### config.mk
export PLATFORM = sky130hd
export DESIGN_NAME = alu_exec_unit
export DESIGN_NICKNAME = d
export VERILOG_FILES = /design/src/rtl/alu_pkg.sv /design/src/rtl/alu_iter_mul.sv /design/src/rtl/alu_exec_unit.sv
export SDC_FILE = /design/constraint.sdc
export NUM_CORES = 2
export LEC_CHECK = 0
export ABC_AREA = 1
export CORE_UTILIZATION = 55
export DETAILED_ROUTE_END_ITERATION = 8
export HOLD_SLACK_MARGIN = 0.12
export MAX_ROUTING_LAYER = met4
export PLACE_DENSITY_LB_ADDON = 0.1
export SLEW_MARGIN = 5
export SYNTH_ARGS = -nofsm -noshare
export SYNTH_HDL_FRONTEND = slang
export SYNTH_SLANG_ARGS = --single-unit
### constraint.sdc
create_clock -name clk_i -period 13.1 [get_ports clk_i]
set_input_delay 1.965 -clock clk_i [delete_from_list [all_inputs] [get_ports clk_i]]
set_output_delay 1.965 -clock clk_i [all_outputs]
set_load 0.005 [all_outputs]
### src/rtl/alu_pkg.sv
// Shared ALU op codes (also used by the ALU control decoder) and execute-stage FSM states.
package alu_pkg;

    localparam logic [2:0] OP_AND  = 3'b000;
    localparam logic [2:0] OP_XOR  = 3'b001;
    localparam logic [2:0] OP_SLL  = 3'b010;
    localparam logic [2:0] OP_ADD  = 3'b011;
    localparam logic [2:0] OP_SUB  = 3'b100;
    localparam logic [2:0] OP_MUL  = 3'b101;
    localparam logic [2:0] OP_ADDI = 3'b110;
    localparam logic [2:0] OP_SRAI = 3'b111;

    typedef logic [1:0] state_t;

    localparam state_t ST_IDLE = 2'd0;
    localparam state_t ST_MUL  = 2'd1;
    localparam state_t ST_DONE = 2'd2;

endpackage

### src/rtl/alu_iter_mul.sv
// Iterative shift-add multiplier: one partial-product step per cycle, WIDTH steps per start.
// Used by alu_exec_unit only when ITER_MUL_EN is defined.
module alu_iter_mul
    import alu_pkg::*;
#(
    parameter int WIDTH = 32
) (
    input  logic             clk,
    input  logic             rst,
    input  logic             start,
    input  logic [WIDTH-1:0] mcand,
    input  logic [WIDTH-1:0] mplier,
    output logic             done,
    output logic [WIDTH-1:0] product
);

    localparam int CW = $clog2(WIDTH);

    logic             busy;
    logic [CW-1:0]    cnt;
    logic [WIDTH-1:0] mcand_sr;
    logic [WIDTH-1:0] mplier_sr;
    logic [WIDTH-1:0] acc;

    // High during the cycle whose rising edge performs the final step.
    assign done    = busy && (cnt == CW'(WIDTH - 1));
    assign product = acc;

    always_ff @(posedge clk) begin
        if (rst) begin
            busy      <= 1'b0;
            cnt       <= '0;
            mcand_sr  <= '0;
            mplier_sr <= '0;
            acc       <= '0;
        end else if (start) begin
            busy      <= 1'b1;
            cnt       <= '0;
            mcand_sr  <= mcand;
            mplier_sr <= mplier;
            acc       <= '0;
        end else if (busy) begin
            if (mplier_sr[0]) begin
                acc <= acc + mcand_sr;
            end
            mcand_sr  <= mcand_sr << 1;
            mplier_sr <= mplier_sr >> 1;
            cnt       <= cnt + CW'(1);
            if (done) begin
                busy <= 1'b0;
            end
        end
    end

endmodule

### src/rtl/alu_exec_unit.sv
// Handshaked ALU execute stage with a registered result.
// ITER_MUL_EN defined: MUL runs iteratively (WIDTH+1 cycles); undefined: single-cycle multiply.
module alu_exec_unit
    import alu_pkg::*;
#(
    parameter int WIDTH = 32
) (
    input  logic             clk_i,
    input  logic             rst_i,
    input  logic             valid_i,
    output logic             ready_o,
    input  logic [2:0]       ctrl_i,
    input  logic [WIDTH-1:0] data1_i,
    input  logic [WIDTH-1:0] data2_i,
    output logic             valid_o,
    input  logic             ready_i,
    output logic [WIDTH-1:0] data_o,
    output logic             zero_o,
    output logic [1:0]       dbg_state_o
);

    localparam int SW = $clog2(WIDTH);

    // Handshake: a transfer happens on a rising edge where valid and ready are both high;
    // valid stays up and its payload stays stable until that transfer occurs.
    state_t           state;
    logic             accept;
    logic [SW-1:0]    shamt;
    logic [WIDTH-1:0] result;

    assign ready_o     = (state == ST_IDLE) && (!valid_o || ready_i);
    assign accept      = valid_i && ready_o;
    assign shamt       = data2_i[SW-1:0];
    assign dbg_state_o = state;

    always_comb begin
        result = '0;
        case (ctrl_i)
            OP_AND:  result = data1_i & data2_i;
            OP_XOR:  result = data1_i ^ data2_i;
            OP_SLL:  result = data1_i << shamt;
            OP_ADD:  result = data1_i + data2_i;
            OP_SUB:  result = data1_i - data2_i;
`ifdef ITER_MUL_EN
            OP_MUL:  result = '0;
`else
            OP_MUL:  result = data1_i * data2_i;
`endif
            OP_ADDI: result = data1_i + data2_i;
            OP_SRAI: result = WIDTH'($signed(data1_i) >>> shamt);
            default: result = '0;
        endcase
    end

`ifdef ITER_MUL_EN
    logic             mul_done;
    logic [WIDTH-1:0] mul_product;

    alu_iter_mul #(.WIDTH(WIDTH)) u_iter_mul (
        .clk     (clk_i),
        .rst     (rst_i),
        .start   (accept && (ctrl_i == OP_MUL)),
        .mcand   (data1_i),
        .mplier  (data2_i),
        .done    (mul_done),
        .product (mul_product)
    );
`endif

    always_ff @(posedge clk_i) begin
        if (rst_i) begin
            state   <= ST_IDLE;
            valid_o <= 1'b0;
            data_o  <= '0;
            zero_o  <= 1'b1;
        end else begin
            if (valid_o && ready_i) begin
                valid_o <= 1'b0;
            end
            case (state)
                ST_IDLE: begin
                    if (accept) begin
`ifdef ITER_MUL_EN
                        if (ctrl_i == OP_MUL) begin
                            state <= ST_MUL;
                        end else begin
                            data_o  <= result;
                            zero_o  <= (result == '0);
                            valid_o <= 1'b1;
                        end
`else
                        data_o  <= result;
                        zero_o  <= (result == '0);
                        valid_o <= 1'b1;
`endif
                    end
                end
`ifdef ITER_MUL_EN
                ST_MUL: begin
                    if (mul_done) begin
                        state <= ST_DONE;
                    end
                end
                ST_DONE: begin
                    data_o  <= mul_product;
                    zero_o  <= (mul_product == '0);
                    valid_o <= 1'b1;
                    state   <= ST_IDLE;
                end
`endif
                default: state <= ST_IDLE;
            endcase
        end
    end

endmodule

---- Yosys cells after proc, flatten, opt, wreduce, memory -nomap -nowiden ----
Index checks and enable logic that the tools add are counted.
operators by class
  muxes and demuxes ....................... 3
  reduce and logical (&&, ||, !) cells .... 8
  bitwise gates (word level) .............. 2
  multipliers ............................. 1
  equal/unequal tests ..................... 7
  shift-type cells ........................ 2
  add/subtract/negate cells ............... 2
operator list
  cell                number
  $pmux 32 s7         1
  $add 32x32->32      1
  $and 32x32->32      1
  $logic_not 32->1    1
  $mul 32x32->32      1
  $shl 32x5->32       1
  $sshr 32x5->32      1
  $sub 32x32->32      1
  $xor 32x32->32      1
  $eq 3x3->1 const B  4
  $eq 3x2->1 const B  2
  $eq 3x1->1 const B  1
  $logic_not 3->1     1
  $logic_and 1x1->1   2
  $mux 1              2
  $reduce_bool 2->1   1
  $reduce_or 2->1     1
  $logic_not 1->1     1
  $logic_or 1x1->1    1
storage, ports and cells
  register bits ........................... 34
  bits of input ports ..................... 71
  output and inout bits ................... 37
  word-level logic and storage cells ...... 28

---- Longest topological paths before layout ----
  depth in word-level cells ............... 4
  mapped depth ............................ 38
  gate-level depth less buffers ........... 34

---- Worst setup path after synthesis ----
OpenSTA, ideal clock, no wires.
  kind .................................... in2reg
  start point ............................. input data2_i[2]
  end point ............................... register zero_o
  cell stages on the path ................. 33
  required time ........................... 13.042 ns
  library setup time ...................... 0.058 ns
  slack ................................... 3.842 ns
  path buffers ............................ 5
  arrival time ............................ 9.200 ns
  path through ............................ buf_2 > buf_2 > clkbuf_1 > clkbuf_1 > buf_1 > nand2_1 > fa_1 > inv_1 > fa_1 > inv_1 > fa_1 > fa_1 > inv_1 > fa_1 > fa_1 > fa_1 > fa_1 > ha_1 > nand2_1 > nor4_1 > nand3_1 > nand3_1 > a21oi_1 > or2_2 > nand3_1 > nand3_1 > o21ai_0 > nand2_1 > inv_1 > nand4_1 > nor2_1 > nand3_1 > nand2_1
between the ends
  word-level cells in the longest chain between the ends .. 3
  elaborated cells between the ends (all ways) .. 9
  classes of those cells .................. add/sub (2); mul (1); shift (2); mux (1); bitwise (2); reduce/logical (1)
RTL lines
  item                                    line                 source
  start: declaration                      alu_exec_unit.sv:14  input logic [WIDTH-1:0] data2_i,
  $mul 32x32->32 (tied with other cells)  alu_exec_unit.sv:47  OP_MUL: result = data1_i * data2_i;
  $pmux 32 s7 (*)                         alu_exec_unit.sv:38  case (ctrl_i)
  $logic_not 32->1 (*)                    alu_exec_unit.sv:93  zero_o <= (result == '0);
  end signal: assignment                  alu_exec_unit.sv:93
  end: declaration                        alu_exec_unit.sv:18  output logic zero_o,
Every way passes the cells marked *; elsewhere a longest branch is shown, timed or not.
A chain may end at the register's enable or synchronous reset.

---- Worst setup path after layout ----
  start point ............................. input data2_i[6]
  end point ............................... register zero_o
between the ends
  word-level cells in the longest chain between the ends .. 3
  elaborated cells between the ends (all ways) .. 7
  classes of those cells .................. add/sub (2); mul (1); mux (1); bitwise (2); reduce/logical (1)
RTL lines
  item                                    line
  $mul 32x32->32 (tied with other cells)  alu_exec_unit.sv:47
  $pmux 32 s7 (*)                         alu_exec_unit.sv:38
  $logic_not 32->1 (*)                    alu_exec_unit.sv:93
Marked as above.

==> metrics.md <==
| Metric | Value |
|---|---|
| Detail Route Antenna Nets | `0` |
| Clock latency of the later-clocked register in the worst-skew pair | `roughly 0.28 ns` |
| Number of search-and-repair iterations in the first detailed-routing pass | `9` |
| Via count of the routed design | `~26000` |
| Final worst slack | `between 2 and 2.5 ns` |
| Die boundary width | `215 um` |
| Status | `complete, no violations` |
| Clock skew | `between 0.005 and 0.006 ns` |
| Final WL | `about 110000 um` |
| Synthesized cell area | `between 20000 and 25000 um2` |
| Synth Flop Type | `sky130_fd_sc_hd__dfxtp_1` |
| Die Outline Area | `roughly 46000 um2` |
| Transition time of the tightest slew-check pin | `1.24 ns` |
| Register area share after synthesis | `around 2.7%` |
| Vias per cell | `between 6 and 7` |
| FMAX | `0.0937 GHz` |
| Clock root buffer master | `sky130_fd_sc_hd__clkbuf_16` |
| DRC violations left | `0` |
| Count of hold-fix buffers inserted at cts | `0` |
| Antenna violations before repair | `0` |
| Row Count | `between 70 and 80` |
| Number of synthesized register bits | `34` |
| Count of final max-slew check failures | `0` |
| Period utilization | `81.5%` |
| Final weighted congestion in routability-driven placement | `1.08` |
| Buffer levels on the longest clock path | `2` |
| Count of flip-flops with a built-in enable after synthesis | `0` |
| TritonCTS clock tree | `yes` |
| Number of hold violations in the final report | `0` |
| Number of design-rule violations left by the first detailed-router iteration | `around 3200` |
| Required time worst endpoint | `13.33 ns` |
| Hold-critical path depth | `2` |
| Final Setup Violations | `0` |
| Sort of element at the start of the critical path | `input pin` |
| Post-DR wirelength/cell | `around 25 um` |
| Worst slack at placement | `around 2.4 ns` |
| Area growth from synthesis to final layout | `6.17%` |
| Final nets | `4450` |
| Delay of the slowest critical-path stage | `approximately 1.1 ns` |
| Number of post-CTS setup repair buffers | `0` |
| PortBufs | `105` |
| Maximum fanout along the worst path | `18` |
| Vias in the first global route | `between 20000 and 30000` |
| H-tree depth | `2` |
| Worst min-delay path class | `flip-flop to flip-flop` |
| # diodes | `0` |
| Placed instance area | `around 26000 um2` |
| Wire length of the first global-routing pass | `163000 um` |
| Fraction of registers with async set/reset | `0%` |
| Number of cells on the worst reg-to-reg path | `6` |
| Initial core utilization | `56.1%` |
| Congestion Overflow GR | `0` |
| CP max-delay cell | `sky130_fd_sc_hd__clkdlybuf4s50_1` |
| Num CTS Buffers | `5` |
| Top-level port count | `108` |
| Unique cell type count in the Yosys netlist | `54` |
| RSZ-0062 raised after global routing | `no` |
| Yosys warning count | `0` |
| Share of layout cells above drive strength 1 | `3.46%` |
| Synth Instances | `~3800` |
| Clock transition at the register clock pins on the worst setup and hold paths after CTS | `0.06 ns` |
| Pin count of the biggest net entering global routing | `66` |
| Critical Path Sink Type | `flip-flop` |
| Number of filler cells placed in the layout | `just under 4000` |
| Final Instance Area | `between 20000 and 30000 um2` |
| Die Y | `around 220 um` |
| Mean instance size in the synthesized netlist | `6.57 um2` |
| Max cap viols | `0` |
| Total negative slack for setup checks | `0 ns` |
| Overall routing resource usage | `between 40% and 50%` |
| Critical Setup Path Class | `input pin to flip-flop` |
| Dominant cell type by count on the critical path | `sky130_fd_sc_hd__fa_1` |
| Final critical-path required period | `approximately 11 ns` |
| Placeable core region | `about 45000 um2` |
| HPWL after detailed placement | `86900 um` |
| Relative max-transition margin | `about 17%` |
| Post_cts resized | `0` |
| Arrival time at the worst endpoint | `about 11 ns` |
| TritonCTS Sinks | `34` |
## worst max-delay path: cells and delay by family
family	cells	cell delay [ns]
AO/OA/AOI/OAI	3	0.52
AND/OR/NAND/NOR	13	2.13
adder cells (fa/ha/maj)	9	4.40
buffers and inverters	6	1.84
## final cells by class
class / count / area, um2 / share of cell area, %
Multi-Input combinational cell: 2681 / 20100 / 75.8
Sequential cell: 34 / 681 / 2.57
Clock inverter: 1 / 5.00 / 0.0189
Inverter: 891 / 3350 / 12.6
Clock buffer: 7 / 143 / 0.538
Tap cell: 592 / 741 / 2.79
Timing Repair Buffer: 170 / 1510 / 5.71
## cell families after synthesis
kind of cell               share of synthesized area (%)
AOI/OAI and AO/OA                                   12.0
xor gates and xnor gates                            1.65
DFF                                                 2.72
and+or+nand+nor                                     24.2
other                                             0.0150
muxes                                              0.441
buffers and inverters                               16.9
adders and majority gates                           42.1
## cells in the final DEF, fill, tap and decap left out, drive strengths merged, types with 15 or more instances in the layout
master         count
a21oi            174
buf               70
clkdlybuf4s50    100
dfxtp             34
fa               409
ha               187
inv              889
nand2           1083
nand3            146
nand3b            15
nand4             32
nor2             148
nor3              25
o211ai            25
o21ai            272
or2               25
xnor2             20
xor2              27
## cells in the mapped netlist, types with 2 or more instances
cell	count	share of area [%]
sky130_fd_sc_hd__o21bai_1	9	0.27
sky130_fd_sc_hd__o22ai_1	11	0.28
sky130_fd_sc_hd__or2_1	4	0.10
sky130_fd_sc_hd__clkinv_1	2	0.030
sky130_fd_sc_hd__clkbuf_1	100	1.5
sky130_fd_sc_hd__o31ai_1	2	0.060
sky130_fd_sc_hd__xnor2_1	20	0.70
sky130_fd_sc_hd__a211oi_1	4	0.12
sky130_fd_sc_hd__buf_4	2	0.060
sky130_fd_sc_hd__a21oi_1	167	3.3
sky130_fd_sc_hd__dfxtp_1	34	2.7
sky130_fd_sc_hd__nor3_2	2	0.080
sky130_fd_sc_hd__inv_1	881	13
sky130_fd_sc_hd__buf_6	8	0.36
sky130_fd_sc_hd__a21boi_0	8	0.24
sky130_fd_sc_hd__fa_1	409	33
sky130_fd_sc_hd__ha_1	187	9.4
sky130_fd_sc_hd__nor2_1	147	2.2
sky130_fd_sc_hd__o21ai_1	55	1.1
sky130_fd_sc_hd__mux2i_1	11	0.44
sky130_fd_sc_hd__buf_2	49	0.98
sky130_fd_sc_hd__o21ai_2	2	0.070
sky130_fd_sc_hd__a31oi_1	8	0.20
sky130_fd_sc_hd__nand2_1	1072	16
sky130_fd_sc_hd__o21ai_0	215	4.3
sky130_fd_sc_hd__a21o_1	6	0.18
sky130_fd_sc_hd__buf_1	37	0.56
sky130_fd_sc_hd__nand2_2	10	0.25
sky130_fd_sc_hd__inv_2	7	0.11
sky130_fd_sc_hd__nand3_1	146	2.9
sky130_fd_sc_hd__nand3b_1	15	0.45
sky130_fd_sc_hd__a21oi_2	7	0.25
sky130_fd_sc_hd__nor4_1	4	0.10
sky130_fd_sc_hd__o211ai_1	25	0.75
sky130_fd_sc_hd__or2_2	21	0.53
sky130_fd_sc_hd__nor3_1	23	0.46
sky130_fd_sc_hd__a221oi_1	4	0.14
sky130_fd_sc_hd__o21a_1	10	0.30
sky130_fd_sc_hd__nand4_1	32	0.80
sky130_fd_sc_hd__xor2_1	27	0.95
sky130_fd_sc_hd__o221ai_1	5	0.18
## registers in the layout (all words and copies together), names as in the netlist
signal / count
zero_o: 1
valid_o: 1
data_o: 32
## metrics by stage
step	hold slack, ns	utilization [%]	instances
final	0.503	59.6	4376
after global routing	0.550	59.6	4376
after CTS	0.506	59.6	4376
after detailed placement	0.485	59.3	4368
after global placement	0.489	59.3	4368
after floorplan	0.457	-	3802
## layer usage
| layer | global-route usage [%] | wire length (um) | share of wire (%) | up-vias |
|---|---|---|---|---|
| li1 | - | - | - | 11400 |
| met1 | 55.8 | 38200 | 35 | 12400 |
| met2 | 75.6 | 48800 | 45 | 1991 |
| met3 | 9.75 | 12400 | 11 | 654 |
| met4 | 36.1 | 9700 | 8.9 | 0 |
| met5 | - | 0 | 0 | - |
## final timing paths
kind,start,endpoint,slack [ns]
setup / recovery,data2_i[6],zero_o,2.43
hold / removal,data_o[5],data_o[5],0.50
setup reg to reg,valid_o,data_o[2],11.63
hold reg to reg,data_o[5],data_o[5],0.50
Power is not shown: default switching activity piles up to over one toggle a cycle in this logic, so the estimate is an artifact.
